--- config.mk ---
export PLATFORM = sky130hd
export DESIGN_NAME = jtframe_mc2_joy
export DESIGN_NICKNAME = d
export VERILOG_FILES = /design/src/rtl/jtframe_mc2_joy.sv
export SDC_FILE = /design/constraint.sdc
export NUM_CORES = 1
export LEC_CHECK = 0
export ABC_AREA = 1
export BUFFER_PORTS_ARGS = -buffer_cell sky130_fd_sc_hd__buf_2
export CORE_AREA = 2 2 101 103
export CTS_BUF_LIST = sky130_fd_sc_hd__clkbuf_16
export DETAILED_ROUTE_END_ITERATION = 12
export DIE_AREA = 0 0 103 105
export PLACE_DENSITY = 0.66
export REMOVE_ABC_BUFFERS = 1
export SLEW_MARGIN = 5
export SYNTH_ARGS = -nofsm -noshare
export SYNTH_HDL_FRONTEND = slang
export SYNTH_SLANG_ARGS = --single-unit
export TNS_END_PERCENT = 20
--- constraint.sdc ---
create_clock -name clk_sys -period 3 [get_ports clk_sys]
set_clock_uncertainty 0.2 [all_clocks]
set_input_delay 0.6 -clock clk_sys [delete_from_list [all_inputs] [get_ports clk_sys]]
set_output_delay 0.6 -clock clk_sys [all_outputs]
set_load 0.1 [all_outputs]
--- src/rtl/jtframe_mc2_joy.sv ---
`default_nettype none
// +----------------------------------------------------------------------------+
// | Module      : jtframe_mc2_joy                                              |
// | Description : Multi-port DB9 joystick scanner for Atari sticks and Mega    |
// |               Drive 3/6-button pads sharing one select line (pin 7).       |
// |               An idle gap with select high is followed by eight select     |
// |               steps. Per-port shadows collect the sampled buttons, and     |
// |               all ports are copied to the outputs together at scan end.    |
// | Ports       : clk_sys, rst            - clock, synchronous active-high rst |
// |               joy_*_i [NPORTS]        - raw active-low DB9 pins            |
// |               joyX_p7_o               - shared select line                 |
// |               joy_o [12*NPORTS]       - decoded active-high buttons        |
// |               pad6_o / md_o [NPORTS]  - pad type found in the last scan    |
// |               scan_done               - one-cycle pulse on output update   |
// | Revision    : 1.0 - initial release                                        |
// +----------------------------------------------------------------------------+
module jtframe_mc2_joy #(
  parameter int NPORTS   = 2,
  parameter int STEP_LEN = 480,
  parameter int SCAN_GAP = 96000
) (
  input  logic                  clk_sys,
  input  logic                  rst,
  input  logic [NPORTS-1:0]     joy_up_i,
  input  logic [NPORTS-1:0]     joy_down_i,
  input  logic [NPORTS-1:0]     joy_left_i,
  input  logic [NPORTS-1:0]     joy_right_i,
  input  logic [NPORTS-1:0]     joy_p6_i,
  input  logic [NPORTS-1:0]     joy_p9_i,
  output logic                  joyX_p7_o,
  output logic [12*NPORTS-1:0]  joy_o,
  output logic [NPORTS-1:0]     pad6_o,
  output logic [NPORTS-1:0]     md_o,
  output logic                  scan_done
);

  localparam int SW = $clog2(STEP_LEN);
  localparam int GW = $clog2(SCAN_GAP);
  localparam logic [SW-1:0] STEP_LAST = SW'(STEP_LEN - 1);
  localparam logic [GW-1:0] GAP_LAST  = GW'(SCAN_GAP - 1);

  // Pin index inside the synchroniser vector
  localparam int PIN_UP    = 0;
  localparam int PIN_DOWN  = 1;
  localparam int PIN_LEFT  = 2;
  localparam int PIN_RIGHT = 3;
  localparam int PIN_P6    = 4;
  localparam int PIN_P9    = 5;

  // Button index inside a port's 12-bit slice
  localparam int B_RIGHT = 0;
  localparam int B_LEFT  = 1;
  localparam int B_DOWN  = 2;
  localparam int B_UP    = 3;
  localparam int B_B     = 4;
  localparam int B_C     = 5;
  localparam int B_A     = 6;
  localparam int B_START = 7;
  localparam int B_Z     = 8;
  localparam int B_Y     = 9;
  localparam int B_X     = 10;
  localparam int B_MODE  = 11;

  // Atari sticks only expose directions, fire (p6) and second button (p9)
  localparam logic [11:0] ATARI_MASK = 12'h03F;

  typedef enum logic [0:0] {
    ST_IDLE = 1'b0,
    ST_SCAN = 1'b1
  } state_t;

  logic [5:0][NPORTS-1:0]  pin_raw;
  logic [5:0][NPORTS-1:0]  pin_meta_q, pin_meta_d;
  logic [5:0][NPORTS-1:0]  pin_sync_q, pin_sync_d;

  state_t                  state_q, state_d;
  logic [GW-1:0]           gap_q, gap_d;
  logic [SW-1:0]           cnt_q, cnt_d;
  logic [2:0]              step_q, step_d;

  logic [NPORTS-1:0]       md_sh_q, md_sh_d;
  logic [NPORTS-1:0]       six_sh_q, six_sh_d;
  logic [NPORTS-1:0][11:0] btn_sh_q, btn_sh_d;

  logic [12*NPORTS-1:0]    joy_q, joy_d;
  logic [NPORTS-1:0]       pad6_q, pad6_d;
  logic [NPORTS-1:0]       md_q, md_d;
  logic                    done_q, done_d;

  assign pin_raw = {joy_p9_i, joy_p6_i, joy_right_i, joy_left_i, joy_down_i, joy_up_i};

  always_comb begin
    pin_meta_d = pin_raw;
    pin_sync_d = pin_meta_q;
    state_d    = state_q;
    gap_d      = gap_q;
    cnt_d      = cnt_q;
    step_d     = step_q;
    md_sh_d    = md_sh_q;
    six_sh_d   = six_sh_q;
    btn_sh_d   = btn_sh_q;
    joy_d      = joy_q;
    pad6_d     = pad6_q;
    md_d       = md_q;
    done_d     = 1'b0;

    case (state_q)
      ST_IDLE: begin
        if (gap_q == GAP_LAST) begin
          state_d = ST_SCAN;
          gap_d   = '0;
          step_d  = 3'd0;
          cnt_d   = '0;
        end else begin
          gap_d = gap_q + GW'(1);
        end
      end

      ST_SCAN: begin
        if (cnt_q == STEP_LAST) begin
          cnt_d = '0;
          for (int p = 0; p < NPORTS; p++) begin
            case (step_q)
              // First select-low phase: a Mega Drive pad pulls left/right low
              3'd0: begin
                md_sh_d[p]         = ~pin_sync_q[PIN_LEFT][p] & ~pin_sync_q[PIN_RIGHT][p];
                btn_sh_d[p][B_A]     = ~pin_sync_q[PIN_P6][p];
                btn_sh_d[p][B_START] = ~pin_sync_q[PIN_P9][p];
              end
              3'd1: begin
                btn_sh_d[p][B_UP]    = ~pin_sync_q[PIN_UP][p];
                btn_sh_d[p][B_DOWN]  = ~pin_sync_q[PIN_DOWN][p];
                btn_sh_d[p][B_LEFT]  = ~pin_sync_q[PIN_LEFT][p];
                btn_sh_d[p][B_RIGHT] = ~pin_sync_q[PIN_RIGHT][p];
                btn_sh_d[p][B_B]     = ~pin_sync_q[PIN_P6][p];
                btn_sh_d[p][B_C]     = ~pin_sync_q[PIN_P9][p];
              end
              // Third select-low phase: a 6-button pad drives all directions low
              3'd4: begin
                six_sh_d[p] = md_sh_q[p] & ~pin_sync_q[PIN_UP][p] & ~pin_sync_q[PIN_DOWN][p]
                            & ~pin_sync_q[PIN_LEFT][p] & ~pin_sync_q[PIN_RIGHT][p];
              end
              // Following high phase carries the extra buttons on the direction pins
              3'd5: begin
                btn_sh_d[p][B_Z]    = six_sh_q[p] & ~pin_sync_q[PIN_UP][p];
                btn_sh_d[p][B_Y]    = six_sh_q[p] & ~pin_sync_q[PIN_DOWN][p];
                btn_sh_d[p][B_X]    = six_sh_q[p] & ~pin_sync_q[PIN_LEFT][p];
                btn_sh_d[p][B_MODE] = six_sh_q[p] & ~pin_sync_q[PIN_RIGHT][p];
              end
              default: begin
              end
            endcase
          end

          if (step_q == 3'd7) begin
            state_d = ST_IDLE;
            gap_d   = '0;
            done_d  = 1'b1;
            for (int p = 0; p < NPORTS; p++) begin
              joy_d[12*p +: 12] = md_sh_q[p] ? btn_sh_q[p] : (btn_sh_q[p] & ATARI_MASK);
              pad6_d[p]         = six_sh_q[p];
              md_d[p]           = md_sh_q[p];
            end
          end else begin
            step_d = step_q + 3'd1;
          end
        end else begin
          cnt_d = cnt_q + SW'(1);
        end
      end

      default: begin
        state_d = ST_IDLE;
      end
    endcase
  end

  always_ff @(posedge clk_sys) begin
    if (rst) begin
      pin_meta_q <= '1;
      pin_sync_q <= '1;
      state_q    <= ST_IDLE;
      gap_q      <= '0;
      cnt_q      <= '0;
      step_q     <= '0;
      md_sh_q    <= '0;
      six_sh_q   <= '0;
      btn_sh_q   <= '0;
      joy_q      <= '0;
      pad6_q     <= '0;
      md_q       <= '0;
      done_q     <= 1'b0;
    end else begin
      pin_meta_q <= pin_meta_d;
      pin_sync_q <= pin_sync_d;
      state_q    <= state_d;
      gap_q      <= gap_d;
      cnt_q      <= cnt_d;
      step_q     <= step_d;
      md_sh_q    <= md_sh_d;
      six_sh_q   <= six_sh_d;
      btn_sh_q   <= btn_sh_d;
      joy_q      <= joy_d;
      pad6_q     <= pad6_d;
      md_q       <= md_d;
      done_q     <= done_d;
    end
  end

  // Select idles high; during the scan it is low on even steps
  assign joyX_p7_o = (state_q == ST_IDLE) | step_q[0];
  assign joy_o     = joy_q;
  assign pad6_o    = pad6_q;
  assign md_o      = md_q;
  assign scan_done = done_q;

endmodule
`default_nettype wire

==> results.yml, run 1 <==
status:
  outcome: "finished, final reports clean"
clocking:
  clkTransAtPathRegs_ns: 0.07
  clock_sinks: 111
  clkLatencyLatePin_ns: 0.34
  cts_max_path_buffers: 2
  cts_max_level: 3
  cts_hold_buf: 0
  cts_setup_buffers: 0
  numCtsBuffers: 9
  cts_resized: 0
  tritoncts: "built"
  root_buffer: "clkbuf_16"
placement:
  dp_hpwl_um: 6285
  gp_congestion: 0.8977
  io_buffers: 43
sta:
  finalSetupViolations: 0
  fmax_mhz: 464.9
  max_slew_margin: 0.6376
  tightest_slew_ns: 0.5421
  hold_viol: 0
  drv_slew: 0
  fin_crit_sh: 0.7170
  min_period_ns: 2.151
  final.setup.tns_ns: 0
  grt_setup_unrepaired: "false"
  fin_hold_ws_ns: 0.2128
logic_synthesis:
  syn_area_per_cell_um2: 7.154
  seq_area_frac_synth: 0.4868
  synth.cell_area_mm2: 0.004564
  synth_cell_type_count: 27
  yosys_warnings: 0
  synth-seq-cells: 111
  syn_inst: 638
cells_and_area:
  antennaDiodeCount: 0
  drive_above_1_share: 0.1445
  post-route-util: 0.5356
  final_nets: 693
  syn2layout_area_growth_pct: 13.10
  fillers: 982
worst_setup_path:
  required_ns: 3.03
  worstPathCellList: "ha_1 > nand3_2 > nor2_1 > nand2_2 > nor2_8 > nand3_1 > a21oi_1 > nor2_1"
  crit_fanout: 12
  cp_data_arrival_time_ns: 2.18
  cp_slowest_stage_delay_ns: 0.41
  crit_slowest_cell: "nand3_1"
  cp_common_cell: "nor2_1"
  endpoint_kind: "register"
  start_kind: "register"
  critPathKind: "reg2reg"
floorplan:
  io_pins: 44
  rows: 36
  die-height_um: 105
  die_w_um: 103
  core-area_mm2: 0.009639
  die_area_mm2: 0.01082
  initial_core_util: 0.4735
routing:
  vias_per_cell: 4.793
  drtPass1Iterations: 5
  wire_per_inst_um: 11.25
  drtAntennaViolNets: 0
  drt_iter0_markers: 159
  routed_wl_um: 9123
  drcViolationCount: 0
  num_vias: 3887
global_route:
  overflow: 0
  grt_usage: 0.1791
  antenna_found_initial: 0
  grt_pass1_wl_um: 15760
  grt_max_degree: 40
  grt_pass1_vias: 3654
job:
  maxCapViolCount: 0
power:
  finalPower_mw: 2.716
  p_leak_nw: 2.512
  ir_drop_uv: 274.8
  powerDensity_mw_per_mm2: 526.2
worst_hold_path:
  hold_path_class: "reg2reg"
kinds of logic after synthesis:
group	Yosys count	synth area share
AOI/OAI and AO/OA	49	0.05510
xor gates and xnor gates	7	0.01343
adders and majority gates	6	0.01645
buffers and inverters	90	0.08004
DFF	111	0.4868
and+or+nand+nor	375	0.3481
path summary, 6_finish.rpt:
path                               startpoint  slack, ns  depth (start not counted)             to
worst max-delay path                 cnt_q[0]       0.85                          8     md_sh_q[1]
worst min-delay path            pin_meta_q[6]       0.21                          1  pin_sync_q[6]
worst max register to register       cnt_q[0]       0.85                          8     md_sh_q[1]
worst min register to register  pin_meta_q[6]       0.21                          1  pin_sync_q[6]
cells in the mapped netlist (all sizes together):
library cell	instances	share of area
buf	10	0.014
nor2	86	0.075
a31oi	1	0.0014
inv	67	0.055
a21oi	38	0.042
nand4	7	0.0096
o21ai	8	0.0088
ha	6	0.016
nand2	211	0.17
dfxtp	111	0.49
xnor2	2	0.0038
nand3	41	0.047
o211ai	1	0.0016
clkbuf	13	0.011
or2	25	0.034
nand3b	1	0.0016
nor3	4	0.0055
o21bai	1	0.0016
xor2	5	0.0096
routing by layer:
| metal | GRT usage | wire, µm | vias up |
|---|---|---|---|
| met5 | 0 | 0 | - |
| met4 | 0.05169 | 81 | 0 |
| met3 | 0.03946 | 372 | 10 |
| met2 | 0.3112 | 4526 | 81 |
| met1 | 0.2185 | 4141 | 1762 |
| li1 | - | - | 2034 |
placed cells by master, fill, tap and decap left out, types with 2 or more instances in the layout:
| cell | Yosys | layout |
|---|---|---|
| buf_4 | 1 | 4 |
| nand4_1 | 7 | 7 |
| buf_2 | 7 | 43 |
| nand2_2 | 2 | 2 |
| nor3_1 | 3 | 3 |
| nor2_2 | 2 | 2 |
| xor2_1 | 5 | 5 |
| nand3_1 | 39 | 39 |
| inv_6 | 0 | 3 |
| dfxtp_1 | 111 | 111 |
| nand2_1 | 209 | 209 |
| ha_1 | 6 | 6 |
| nor2_1 | 83 | 83 |
| xnor2_1 | 2 | 2 |
| inv_1 | 65 | 65 |
| inv_2 | 2 | 2 |
| o21ai_0 | 8 | 8 |
| nand3_2 | 2 | 2 |
| or2_2 | 25 | 25 |
| clkbuf_16 | 0 | 9 |
| a21oi_1 | 38 | 38 |
| clkinv_8 | 0 | 2 |
state kept, by name, indices dropped and copies added, names as in the netlist:
signal	flops
scan_done	1
pin_meta_q	12
pad6_o	2
six_sh_q	2
md_o	2
state_q	1
cnt_q	9
gap_q	17
joy_o	24
pin_sync_q	12
btn_sh_q	24
step_q	3
md_sh_q	2
final cells by class:
type,count,area [µm²],share of cell area
clock inverters,7,75.07,0.01454
inverters,67,251.5,0.04872
flip-flops and latches,111,2222,0.4304
well taps,133,166.4,0.03223
clock buffers,9,225.2,0.04363
repair buffers,47,245.2,0.04750
multi-input cells,437,1977,0.3829
stage by stage:
stage,cells,setup slack [ns],area (µm²)
2_1_floorplan,615,0.9257,4451
3_3_place_gp,795,0.9177,4862
3_5_place_dp,795,0.8828,4862
4_1_cts,811,0.8290,5162
5_1_grt,811,0.6222,5162
6_report,811,0.8491,5162
critical path: cells and delay by family, from the launching register on:
family                   cells  cell delay [ns]
AND/OR/NAND/NOR              6             0.95
AO/OA/AOI/OAI                1             0.27
adder cells (fa/ha/maj)      1             0.24
flip-flops                   1             0.38
power breakdown:
| group | internal (mW) | total (mW) | switching [mW] | leakage (nW) |
|---|---|---|---|---|
| Sequential | 1.49 | 1.50 | 0.00845 | 0.900 |
| Combinational | 0.0220 | 0.0579 | 0.0359 | 1.46 |
| Clock | 0.591 | 1.16 | 0.569 | 0.148 |
No activity file was read; power rests on OpenSTA's default activity.
==> run 2: changes to the inputs <==
PLACE_DENSITY = 0.68   (was 0.66)
clock period = 1.9 ns   (was 3 ns; I/O delays follow)
==> results.yml, run 2 (synthesized netlist as in run 1, its figures left out) <==
status:
  outcome: "finished, final reports clean"
worst_setup_path:
  start_kind: "register"
  r2r-start: "cnt_q[8]"
  cp_common_cell: "nand2_4"
  required_ns: 1.99
  crit_slowest_cell: "dfxtp_1"
  crit_fanout: 7
  cp_data_arrival_time_ns: 1.95
  critPathKind: "reg2reg"
  cp_slowest_stage_delay_ns: 0.40
  worstPathCellList: "inv_1 > nor3_4 > nand2_4 > nor2_8 > nand2_4 > nor2_4 > clkbuf_16 > nand3_1 > nand2_1"
  endpoint_kind: "register"
  crit_path_start: "cnt_q[8]"
cells_and_area:
  fillers: 915
  post-route-util: 0.5778
  layout_commonest_cell: "nand2_1"
  final_cell_mix: "nand2_1, dfxtp_1, nor2_1"
  final_nets: 722
  layout.cells.non_filler: 840
  antennaDiodeCount: 0
  syn2layout_area_growth_pct: 22.01
  drive_above_1_share: 0.1952
routing:
  drt_iter0_markers: 192
  num_vias: 3932
  drtPass1Iterations: 4
  wire_per_inst_um: 11.46
  vias_per_cell: 4.681
  drcViolationCount: 0
  routed_wl_um: 9627
  drtAntennaViolNets: 0
placement:
  dp_hpwl_um: 6449
  gp_congestion: 0.9202
  pre_cts_ws_ns: 0.01569
  dp.cells: 814
  io_buffers: 43
clocking:
  root_buffer: "clkbuf_16"
  clkTransAtPathRegs_ns: 0.08
  cts_max_path_buffers: 2
  clkLatencyLatePin_ns: 0.35
  cts_max_level: 3
  tritoncts: "built"
  numCtsBuffers: 9
  clock_sinks: 111
global_route:
  antenna_found_initial: 0
  grt_usage: 0.1823
  overflow: 0
  grt_max_degree: 32
  grt_pass1_vias: 3612
  grt_pass1_wl_um: 15960
floorplan:
  rows: 36
  die-height_um: 105
  initial_core_util: 0.4735
  die_area_mm2: 0.01082
  io_pins: 44
  core-area_mm2: 0.009639
  die_w_um: 103
power:
  seqPwrFrac: 0.543
  p_clk_frac: 0.434
  finalPower_mw: 4.360
  combPwrFrac: 0.024
  p_sw_frac: 0.2342
  p_leak_nw: 2.714
  intPower_mw: 3.339
  ir_drop_uv: 412.9
  powerDensity_mw_per_mm2: 782.9
  p_switching_mw: 1.021
job:
  maxCapViolCount: 0
sta:
  grt_setup_unrepaired: "true"
  finalSetupViolations: 0
  finalWorstSetupSlack_ns: 0.04279
  min_period_ns: 1.857
  fmax_mhz: 538.4
  fin_hold_ws_ns: 0.007563
  max_slew_margin: 0.6766
  hold_viol: 0
  fin_crit_sh: 0.9775
  tightest_slew_ns: 0.4885
  drv_slew: 0
worst_hold_path:
  min_from: "joy_p9_i[1]"
  hold_path_class: "in2reg"
[run 2: worst max-delay path: cells and delay by family (launching register included)]
family                 cells  cell delay (ns)
DFF                        1             0.40
buffers and inverters      2             0.33
and+or+nand+nor            7             0.89
[run 2: path summary, 6_finish.rpt]
path	endpoint	cells after the start	slack (ns)
setup / recovery	joy_o[19]	9	0.04
hold reg to reg	pin_sync_q[4]	1	0.21
hold / removal	pin_meta_q[11]	2	0.008
setup reg to reg	joy_o[19]	9	0.04
[run 2: what timing repair did]
| item | in CTS | in global routing |
|---|---|---|
| pin swaps | 0 | 13 |
| hold endpoints to repair | 3 | 0 |
| setup buffers | 0 | 4 |
| hold buffers | 3 | 0 |
| setup endpoints to repair | 10 | 76 |
| gates resized for setup | 2 | 26 |
| gates cloned | 0 | 3 |
[run 2: cell type report]
class | count | area, µm² | share of cell area
clock inverter | 7 | 86.33 | 0.01550
timing repair buffer | 76 | 544.3 | 0.09773
clock buffer | 9 | 225.2 | 0.04044
multi-input combinational | 437 | 2062 | 0.3703
inverter | 67 | 259.0 | 0.04651
tap | 133 | 166.4 | 0.02988
sequential | 111 | 2226 | 0.3997
[run 2: stage by stage]
step           cell area, µm²  TNS [ns]
3_5_place_dp             5030         0
5_1_grt                  5569   -0.8744
6_report                 5569         0
2_1_floorplan            4451    -4.457
4_1_cts                  5376         0
3_3_place_gp             5030         0
[run 2: power by group through the flow]
stage	registers (mW)	logic [mW]	clock network, mW
2_1_floorplan	2.42	0.0474	0
3_3_place_gp	2.42	0.0947	0
3_5_place_dp	2.42	0.0971	0
4_1_cts	2.37	0.103	1.92
5_1_grt	2.37	0.117	2.02
6_report	2.37	0.103	1.89
[run 2: layer usage]
metal	wire (µm)	share of wire	global-route usage
met3	272	0.028	0.03010
met2	4679	0.49	0.3024
met5	0	0	0
met1	4500	0.47	0.2317
met4	176	0.018	0.07519
==> run 3: changes to the inputs <==
PLACE_DENSITY = 0.66   (was 0.68)
==> results.yml, run 3 (synthesized netlist as in run 1, its figures left out) <==
placement:
  io_buffers: 43
  pre_cts_ws_ns: -0.07018
  dp_hpwl_um: 6550
  gp_congestion: 0.8768
routing:
  vias_per_cell: 4.732
  drcViolationCount: 0
  num_vias: 3942
  drtPass1Iterations: 5
  drtAntennaViolNets: 0
  wire_per_inst_um: 11.63
  routed_wl_um: 9684
  drt_iter0_markers: 127
sta:
  finalSetupViolations: 0
  hold_viol: 0
  tightest_slew_ns: 0.4954
  max_slew_margin: 0.6720
  fmax_mhz: 541.7
  finalWorstSetupSlack_ns: 0.05379
  min_period_ns: 1.846
  fin_crit_sh: 0.9717
  drv_slew: 0
worst_setup_path:
  start_kind: "register"
  worstPathCellList: "ha_4 > nand3_4 > nor2_4 > nand2_4 > nor2_8 > nand2_4 > nor2_4 > buf_12 > nand3_1 > nand2_1"
  cp_data_arrival_time_ns: 1.95
  endpoint_kind: "register"
  crit_fanout: 8
  crit_slowest_cell: "dfxtp_2"
  required_ns: 2.00
  crit_path_start: "cnt_q[1]"
  critPathKind: "reg2reg"
  r2r-start: "cnt_q[1]"
  r2r_setup_slack_ns: 0.05
  cp_slowest_stage_delay_ns: 0.36
global_route:
  grt_max_degree: 30
  grt_usage: 0.1830
  overflow: 0
  antenna_found_initial: 0
  grt_pass1_wl_um: 15900
  grt_pass1_vias: 3516
cells_and_area:
  post-route-util: 0.5711
  final_nets: 715
  layout_commonest_cell: "nand2_1"
  antennaDiodeCount: 0
  syn2layout_area_growth_pct: 20.61
  drive_above_1_share: 0.1871
  final_cell_mix: "nand2_1, dfxtp_1, nor2_1"
floorplan:
  die_w_um: 103
  die_area_mm2: 0.01082
  initial_core_util: 0.4735
  rows: 36
  core-area_mm2: 0.009639
  io_pins: 44
  die-height_um: 105
clocking:
  clkLatencyLatePin_ns: 0.35
  cts_max_path_buffers: 2
  clock_sinks: 111
  cts_max_level: 3
  clkTransAtPathRegs_ns: 0.08
  tritoncts: "built"
  numCtsBuffers: 9
  root_buffer: "clkbuf_16"
  cts_hold_buf: 0
job:
  maxCapViolCount: 0
power:
  powerDensity_mw_per_mm2: 802.2
  ir_drop_uv: 401.8
  p_leak_nw: 2.677
  finalPower_mw: 4.417
worst_hold_path:
  hold_path_class: "in2reg"
  min_from: "joy_p6_i[1]"
status:
  outcome: "finished, final reports clean"
==> run 3: worst paths after layout <==
path | endpoint | cells past startpoint
hold / removal | pin_meta_q[9] | 2
setup / recovery | joy_o[22] | 10
hold reg to reg | pin_sync_q[3] | 1
setup reg to reg | joy_o[22] | 10
==> run 3: timing repair <==
| item | in CTS | in global routing |
|---|---|---|
| pin swaps | 0 | 7 |
| hold endpoints to repair | 0 | 0 |
| buffers inserted | 0 | 5 |
| setup endpoints to repair | 19 | 57 |
| gates cloned | 0 | 2 |
| gates resized for setup | 5 | 20 |
==> run 3: worst max-delay path, delay by kind of cell, from the launching register on <==
family	cells	cell delay [ns]
AND/OR/NAND/NOR	8	0.92
buffers and inverters	1	0.16
flip-flops	1	0.36
adder cells (fa/ha/maj)	1	0.15
==> run 3: layer usage <==
metal  track usage  share of wire  vias up  routed length (µm)
met1        0.2333           0.45     1777                4394
met4       0.07425          0.017        0                 163
met5             0              0        -                   0
li1              -              -     2080                   -
met3       0.03411          0.041       13                 398
met2        0.3006           0.49       72                4727
==> run 3: cell type report <==
| cell class | instances | area (µm²) |
|---|---|---|
| Multi-Input combinational cell | 437 | 2048 |
| Tap cell | 133 | 166.4 |
| Fill cell | 925 | 4134 |
| Sequential cell | 111 | 2231 |
| Timing Repair Buffer | 69 | 485.5 |
| Clock inverter | 7 | 90.09 |
| Clock buffer | 9 | 225.2 |
| Inverter | 67 | 259.0 |
==> run 3: power by group <==
group | internal (mW) | switching [mW]
clock network | 1.05 | 0.898
registers | 2.35 | 0.0139
logic | 0.0396 | 0.0598
total | 3.45 | 0.971
==> run 3: through the flow <==
stage               setup TNS (ns)  hold WS (ns)  area (µm²)  std cells
floorplan                   -4.457        0.1895        4451        615
global placement           -0.3308        0.1918        5012        810
detailed placement         -0.8931        0.1957        5012        810
CTS                              0     0.0002416        5339        826
global route               -0.1151      0.005688        5505        833
finish                           0      0.007114        5505        833
